`src/rtl/spgd_pkg.sv`:
```
// Shared definitions for the SPGD dither sequencer: FSM state encoding and
// the minimum legal half period.
package spgd_pkg;

  typedef enum logic [1:0] {
    IDLE = 2'd0,
    HIGH = 2'd1,
    LOW  = 2'd2
  } state_e;

  localparam int unsigned MIN_HALF_PERIOD = 2;

endpackage

```
`src/rtl/spgd_cfg_shadow.sv`:
```
// Shadow registers for the half period and settle time, clamped on load so the
// sequencer always sees N >= 2 and S <= N-1.
module spgd_cfg_shadow
  import spgd_pkg::*;
#(
  parameter int unsigned CNT_WIDTH = 24
) (
  input  logic                 clk,
  input  logic                 rstn,
  input  logic                 load,
  input  logic [CNT_WIDTH-1:0] half_period,
  input  logic [CNT_WIDTH-1:0] settle_cycles,
  output logic [CNT_WIDTH-1:0] n_clamp,
  output logic [CNT_WIDTH-1:0] s_clamp,
  output logic [CNT_WIDTH-1:0] eff_n,
  output logic [CNT_WIDTH-1:0] eff_s
);

  localparam logic [CNT_WIDTH-1:0] NMIN = CNT_WIDTH'(MIN_HALF_PERIOD);
  localparam logic [CNT_WIDTH-1:0] ONE  = CNT_WIDTH'(1);

  logic [CNT_WIDTH-1:0] eff_n_q, eff_n_d;
  logic [CNT_WIDTH-1:0] eff_s_q, eff_s_d;

  // Clamped view of the live inputs; the top uses it on the load cycle so
  // its registered outputs line up with the values being latched.
  always_comb begin
    n_clamp = (half_period < NMIN) ? NMIN : half_period;
    s_clamp = (settle_cycles > (n_clamp - ONE)) ? (n_clamp - ONE) : settle_cycles;
  end

  always_comb begin
    eff_n_d = eff_n_q;
    eff_s_d = eff_s_q;
    if (load) begin
      eff_n_d = n_clamp;
      eff_s_d = s_clamp;
    end
  end

  always_ff @(posedge clk or negedge rstn) begin
    if (!rstn) begin
      eff_n_q <= NMIN;
      eff_s_q <= '0;
    end else begin
      eff_n_q <= eff_n_d;
      eff_s_q <= eff_s_d;
    end
  end

  assign eff_n = eff_n_q;
  assign eff_s = eff_s_q;

endmodule

```
`src/rtl/spgd_dither_sequencer.sv`:
```
// Dither pulse sequencer: P-high half then P-low half per perturbation pair,
// a sample strobe at the settle point of each half, and a completed-pair count.
module spgd_dither_sequencer
  import spgd_pkg::*;
#(
  parameter int unsigned CNT_WIDTH      = 24,
  parameter int unsigned PAIR_CNT_WIDTH = 16
) (
  input  logic                      clk,
  input  logic                      rstn,
  input  logic                      enable,
  input  logic [CNT_WIDTH-1:0]      half_period,
  input  logic [CNT_WIDTH-1:0]      settle_cycles,
  output logic                      P,
  output logic                      sample_strobe,
  output logic                      sample_phase,
  output logic                      pair_done,
  output logic                      busy,
  output logic [PAIR_CNT_WIDTH-1:0] pair_count
);

  localparam logic [CNT_WIDTH-1:0] ONE = CNT_WIDTH'(1);

  state_e                    state_q, state_d;
  logic [CNT_WIDTH-1:0]      cnt_q, cnt_d;
  logic [PAIR_CNT_WIDTH-1:0] pair_count_q, pair_count_d;
  logic                      p_q, p_d;
  logic                      strobe_q, strobe_d;
  logic                      phase_q, phase_d;
  logic                      pair_done_q, pair_done_d;
  logic                      busy_q, busy_d;

  logic                      load;
  logic                      last;
  logic [CNT_WIDTH-1:0]      n_clamp, s_clamp, eff_n, eff_s;
  logic [CNT_WIDTH-1:0]      n_nxt, s_nxt;

  spgd_cfg_shadow #(
    .CNT_WIDTH(CNT_WIDTH)
  ) u_cfg (
    .clk          (clk),
    .rstn         (rstn),
    .load         (load),
    .half_period  (half_period),
    .settle_cycles(settle_cycles),
    .n_clamp      (n_clamp),
    .s_clamp      (s_clamp),
    .eff_n        (eff_n),
    .eff_s        (eff_s)
  );

  assign last = (cnt_q == (eff_n - ONE));
  assign load = enable && ((state_q == IDLE) || ((state_q == LOW) && last));

  always_comb begin
    state_d      = state_q;
    cnt_d        = cnt_q;
    pair_count_d = pair_count_q;
    unique case (state_q)
      IDLE: begin
        cnt_d = '0;
        if (enable) state_d = HIGH;
      end
      HIGH: begin
        if (last) begin
          state_d = LOW;
          cnt_d   = '0;
        end else begin
          cnt_d = cnt_q + ONE;
        end
      end
      LOW: begin
        if (last) begin
          state_d      = enable ? HIGH : IDLE;
          cnt_d        = '0;
          pair_count_d = pair_count_q + 1'b1;
        end else begin
          cnt_d = cnt_q + ONE;
        end
      end
      default: begin
        state_d = IDLE;
        cnt_d   = '0;
      end
    endcase
  end

  // Outputs are decoded from next-state values so they are registered yet
  // aligned with the cycle they describe; on a load edge the fresh clamp applies.
  always_comb begin
    n_nxt       = load ? n_clamp : eff_n;
    s_nxt       = load ? s_clamp : eff_s;
    p_d         = (state_d == HIGH);
    busy_d      = (state_d != IDLE);
    strobe_d    = busy_d && (cnt_d == s_nxt);
    phase_d     = strobe_d && p_d;
    pair_done_d = (state_d == LOW) && (cnt_d == (n_nxt - ONE));
  end

  always_ff @(posedge clk or negedge rstn) begin
    if (!rstn) begin
      state_q      <= IDLE;
      cnt_q        <= '0;
      pair_count_q <= '0;
      p_q          <= 1'b0;
      strobe_q     <= 1'b0;
      phase_q      <= 1'b0;
      pair_done_q  <= 1'b0;
      busy_q       <= 1'b0;
    end else begin
      state_q      <= state_d;
      cnt_q        <= cnt_d;
      pair_count_q <= pair_count_d;
      p_q          <= p_d;
      strobe_q     <= strobe_d;
      phase_q      <= phase_d;
      pair_done_q  <= pair_done_d;
      busy_q       <= busy_d;
    end
  end

  assign P             = p_q;
  assign sample_strobe = strobe_q;
  assign sample_phase  = phase_q;
  assign pair_done     = pair_done_q;
  assign busy          = busy_q;
  assign pair_count    = pair_count_q;

endmodule

```
`config.mk`:
```
export PLATFORM = sky130hd
export DESIGN_NAME = spgd_dither_sequencer
export DESIGN_NICKNAME = d
export VERILOG_FILES = /design/src/rtl/spgd_pkg.sv /design/src/rtl/spgd_cfg_shadow.sv /design/src/rtl/spgd_dither_sequencer.sv
export SDC_FILE = /design/constraint.sdc
export NUM_CORES = 1
export LEC_CHECK = 0
export ABC_AREA = 1
export BUFFER_PORTS_ARGS = -buffer_cell sky130_fd_sc_hd__buf_2
export CELL_PAD_IN_SITES_DETAIL_PLACEMENT = 2
export CELL_PAD_IN_SITES_GLOBAL_PLACEMENT = 2
export CORE_UTILIZATION = 25
export DETAILED_ROUTE_END_ITERATION = 6
export GPL_TIMING_DRIVEN = 0
export PLACE_DENSITY = 0.75
export REMOVE_ABC_BUFFERS = 1
export SLEW_MARGIN = 20
export SYNTH_ARGS = -nofsm -noshare
export SYNTH_HDL_FRONTEND = slang
export SYNTH_SLANG_ARGS = --single-unit
```
`constraint.sdc`:
```
create_clock -name clk -period 9.1 [get_ports clk]
set_input_delay 1.365 -clock clk [delete_from_list [all_inputs] [get_ports clk]]
set_output_delay 1.365 -clock clk [all_outputs]
set_load 0.005 [all_outputs]
```
==> run summary <==
The proportion of total power due to net switching is 51.0%. The number of buffers added for setup after CTS is 0. The count of input and output buffers came out at 71.

The clock network accounts for 17.3% of the total power. By startpoint and endpoint, the worst setup path is classified as input pin to register. The aggregate global routing overflow is 0. For this run, the number of Yosys warnings is 0. The reported net switching power came out at 1.18 mW.

The number of DRC violations after detailed-routing iteration 0 is 266. The die covers 35700 sq um. The clock slew seen by the registers of the worst setup and hold paths is 0.07 ns. Gates resized during post-CTS repair numbered 0. The pre-antenna-repair detailed-routing pass consisted of 4 iterations. The tightest slew margin relative to the limit is 41.1%. The register bit count reported by yosys came out at 95. The number of max-slew violations in the final report was 0. The overall global routing resource usage is 19.4%. The number of setup violations in the final report is 0. The worst setup path is captured at a register.

The synthesized area per cell is 6.35 sq um. The total CTS buffers came out at 9. The critical path data required time is 9.39 ns. The detail-routed via count per cell came out at 4.68.

In this run the worst path has a maximum fanout of 29. The number of max-capacitance violations reported is 0. The total internal power came out at 1.14 mW.

The clock tree buffer depth is 2. The pre-CTS setup slack is 0.465 ns. The overall die height is 189 microns. For this run, the post-layout net count is 1513. The fraction of the cycle the final worst path needs is 88.3%. The later pin in the worst-skew pair is clocked with a latency of 0.36 ns. The most numerous cell on the critical path is nand2_1.

The initial antenna violation count is 0. In this run the most critical hold path is launched from pair_count[15]. The part of the power in combinational logic came out at 54.4%. The routed wirelength normalized by instance count came out at 17.9 microns. The number of cells traversed by the worst hold path came out at 1. The data arrival time of the critical path came out at 8.32 ns. The distinct cell type count after synthesis is 41. The fraction of layout instances using a drive strength above 1 came out at 10.5%. The total negative slack for setup checks came out at 0 ns. The proportion of synthesized chip area in sequential cells came out at 27.2%. Leaving out fill and tap cells, the most frequent cell in the layout is nand2_1.

The maximum number of pins on one net before global-route repair is 76. The slowest library cell on the worst path is inv_1. The clock tree synthesis step divided the H-tree into 3 levels. The worst clock skew on the final layout is 0.0107 ns.

Power spread over the standard cell area amounts to 236 nW/um^2. Leaving out fill and tap cells, the most frequent cells in the layout are nand2_1, inv_1, nor2_1, nand3_1, dfrtp_1. The highest cell delay on the worst timing path came out at 0.77 ns. Setup repair after global routing left no endpoint under its margin. Across all setup checks in the final design, the least slack found is 1.06 ns. The final route contains 8838 vias. The slew of the pin with the lowest slew margin came out at 0.884 ns. The worst path buffer plus inverter count came out at 6.

The family with the most delay on the worst path is simple AND/OR/NAND/NOR gates. Setup slack on the worst reg-to-reg path comes out at 3.76 ns. The initial standard-cell utilization of the core is 25.4%. The final-report hold violation count came to 0.

The area growth from synthesis to layout is 12.2%. Clock tree synthesis selected as its root buffer the cell clkbuf_16. The routed design has 33.7 mm of wire. The endpoint identified for the worst register-to-register timing path is sample_phase. The cell area after synthesis is 8740 sq um. The congestion estimate from routability-driven global placement came to 0.889. The total number of clock tree sinks came out at 95. The first global-routing pass estimated 53.1 mm of wire. The number of instances in the synthesized netlist came out at 1375.

The type of the worst min-delay path is register to register. In this run the critical register-to-register path is launched from u_cfg.eff_n[0]. The static leakage is 5.17 nW. The final period demand of the worst path came out at 8.04 ns. The number of placed I/O pins came out at 72. Registers are responsible for 28.3% of the overall power. STA classifies the critical path startpoint as an input pin. The worst register-to-register path has a depth of 20. Buffers inserted to repair hold after CTS numbered 0. The hold-critical path endpoint is pair_count[15]. The via count of the first global-routing pass came to 9556. The antenna diode count came out at 0. The largest voltage drop on the vdd net is 94.5 uV. The area of the placeable core came out at 34500 sq um. TritonCTS built the clock tree. The number of DRC violations after detailed routing came out at 0. The highest attainable clock frequency is 124 MHz. The antenna violation net count after detailed routing is 0. The flow ran to the end, and the final reports show no timing, DRC or antenna violations. The floorplan step set the die width to 189 microns. The number of core rows came out at 68.

The detailed-placement wirelength estimate came out at 28.5 mm.
-- synth_stat cells (all sizes together) --
| cell type | n | area share (%) |
|---|---|---|
| or2 | 6 | 0.43 |
| o21ai | 45 | 2.6 |
| a21oi | 25 | 1.4 |
| dfstp | 1 | 0.30 |
| nand3 | 120 | 7.0 |
| o211ai | 6 | 0.52 |
| xor2 | 65 | 6.5 |
| and3 | 1 | 0.072 |
| nand4 | 29 | 2.1 |
| inv | 196 | 8.4 |
| o22ai | 2 | 0.14 |
| a21boi | 1 | 0.086 |
| dfrtp | 94 | 27 |
| o21bai | 5 | 0.43 |
| nor4 | 13 | 0.93 |
| o21a | 2 | 0.17 |
| nor3b | 4 | 0.34 |
| buf | 18 | 1.7 |
| nor3 | 11 | 0.63 |
| a21o | 1 | 0.086 |
| clkinv | 1 | 0.043 |
| clkbuf | 11 | 0.47 |
| a31oi | 1 | 0.072 |
| nand3b | 13 | 1.1 |
| nor2 | 198 | 9.9 |
| nand2 | 443 | 20 |
| and2 | 1 | 0.072 |
| xnor2 | 29 | 2.9 |
| ha | 33 | 4.7 |
-- sequential cells by signal, summed over array words and instances, names as in the netlist --
| register | flops |
|---|---|
| busy | 1 |
| state_q | 2 |
| u_cfg.eff_s | 24 |
| sample_strobe | 1 |
| cnt_q | 24 |
| sample_phase | 1 |
| u_cfg.eff_n | 24 |
| pair_count | 16 |
| pair_done | 1 |
| P | 1 |
-- logic make-up (layout without fill, tap and decap cells) --
family	after synthesis	after routing	synth area share (%)
AOI/OAI and AO/OA	88	88	5.51
xor gates and xnor gates	94	94	9.42
adders and majority gates	33	33	4.73
buffers and inverters	226	284	10.6
DFF	95	95	27.2
and+or+nand+nor	839	839	42.5
-- stage by stage --
stage	area, sq um	cells	hold WS [ns]	power (mW)	utilization (%)
after floorplan	8550	1346	0.458	1.51	-
after global placement	9470	1872	0.457	1.88	27.5
after detailed placement	9510	1873	0.476	1.94	27.6
after CTS	9810	1888	0.490	2.35	28.5
after global routing	9810	1888	0.519	2.52	28.5
final	9810	1888	0.492	2.32	28.5
-- layer usage --
metal	global-route usage [%]	share of wire, %
met3	1.85	2.0
met2	33.9	48
met4	5.58	2.3
met5	0	0
met1	25.1	48
-- worst max-delay path by stage --
| stage | cells after the start | endpoint | from |
|---|---|---|---|
| floorplan | 34 | sample_phase | half_period[15] |
| detailed placement | 35 | sample_phase | half_period[15] |
| finish | 35 | sample_phase | half_period[15] |
| global placement | 35 | sample_phase | half_period[14] |
| global route | 35 | sample_phase | half_period[15] |
| CTS | 35 | sample_phase | half_period[15] |
-- power by group through the flow --
stage / Combinational [mW] / Clock [mW] / Sequential, mW
5_1_grt: 1.43 / 0.425 / 0.672
3_5_place_dp: 1.27 / 0 / 0.664
3_3_place_gp: 1.22 / 0 / 0.658
2_1_floorplan: 0.894 / 0 / 0.616
4_1_cts: 1.28 / 0.414 / 0.657
6_report: 1.26 / 0.401 / 0.657
-- final cells by class --
cell class                      instances  area, sq um
Fill cell                            4313        24700
Multi-Input combinational cell       1054         5430
Tap cell                              455          569
Sequential cell                        95         2380
Inverter                              197          739
Clock buffer                           10          239
Timing Repair Buffer                   72          389
Clock inverter                          5         58.8
No activity file was read; power rests on OpenSTA's default activity.
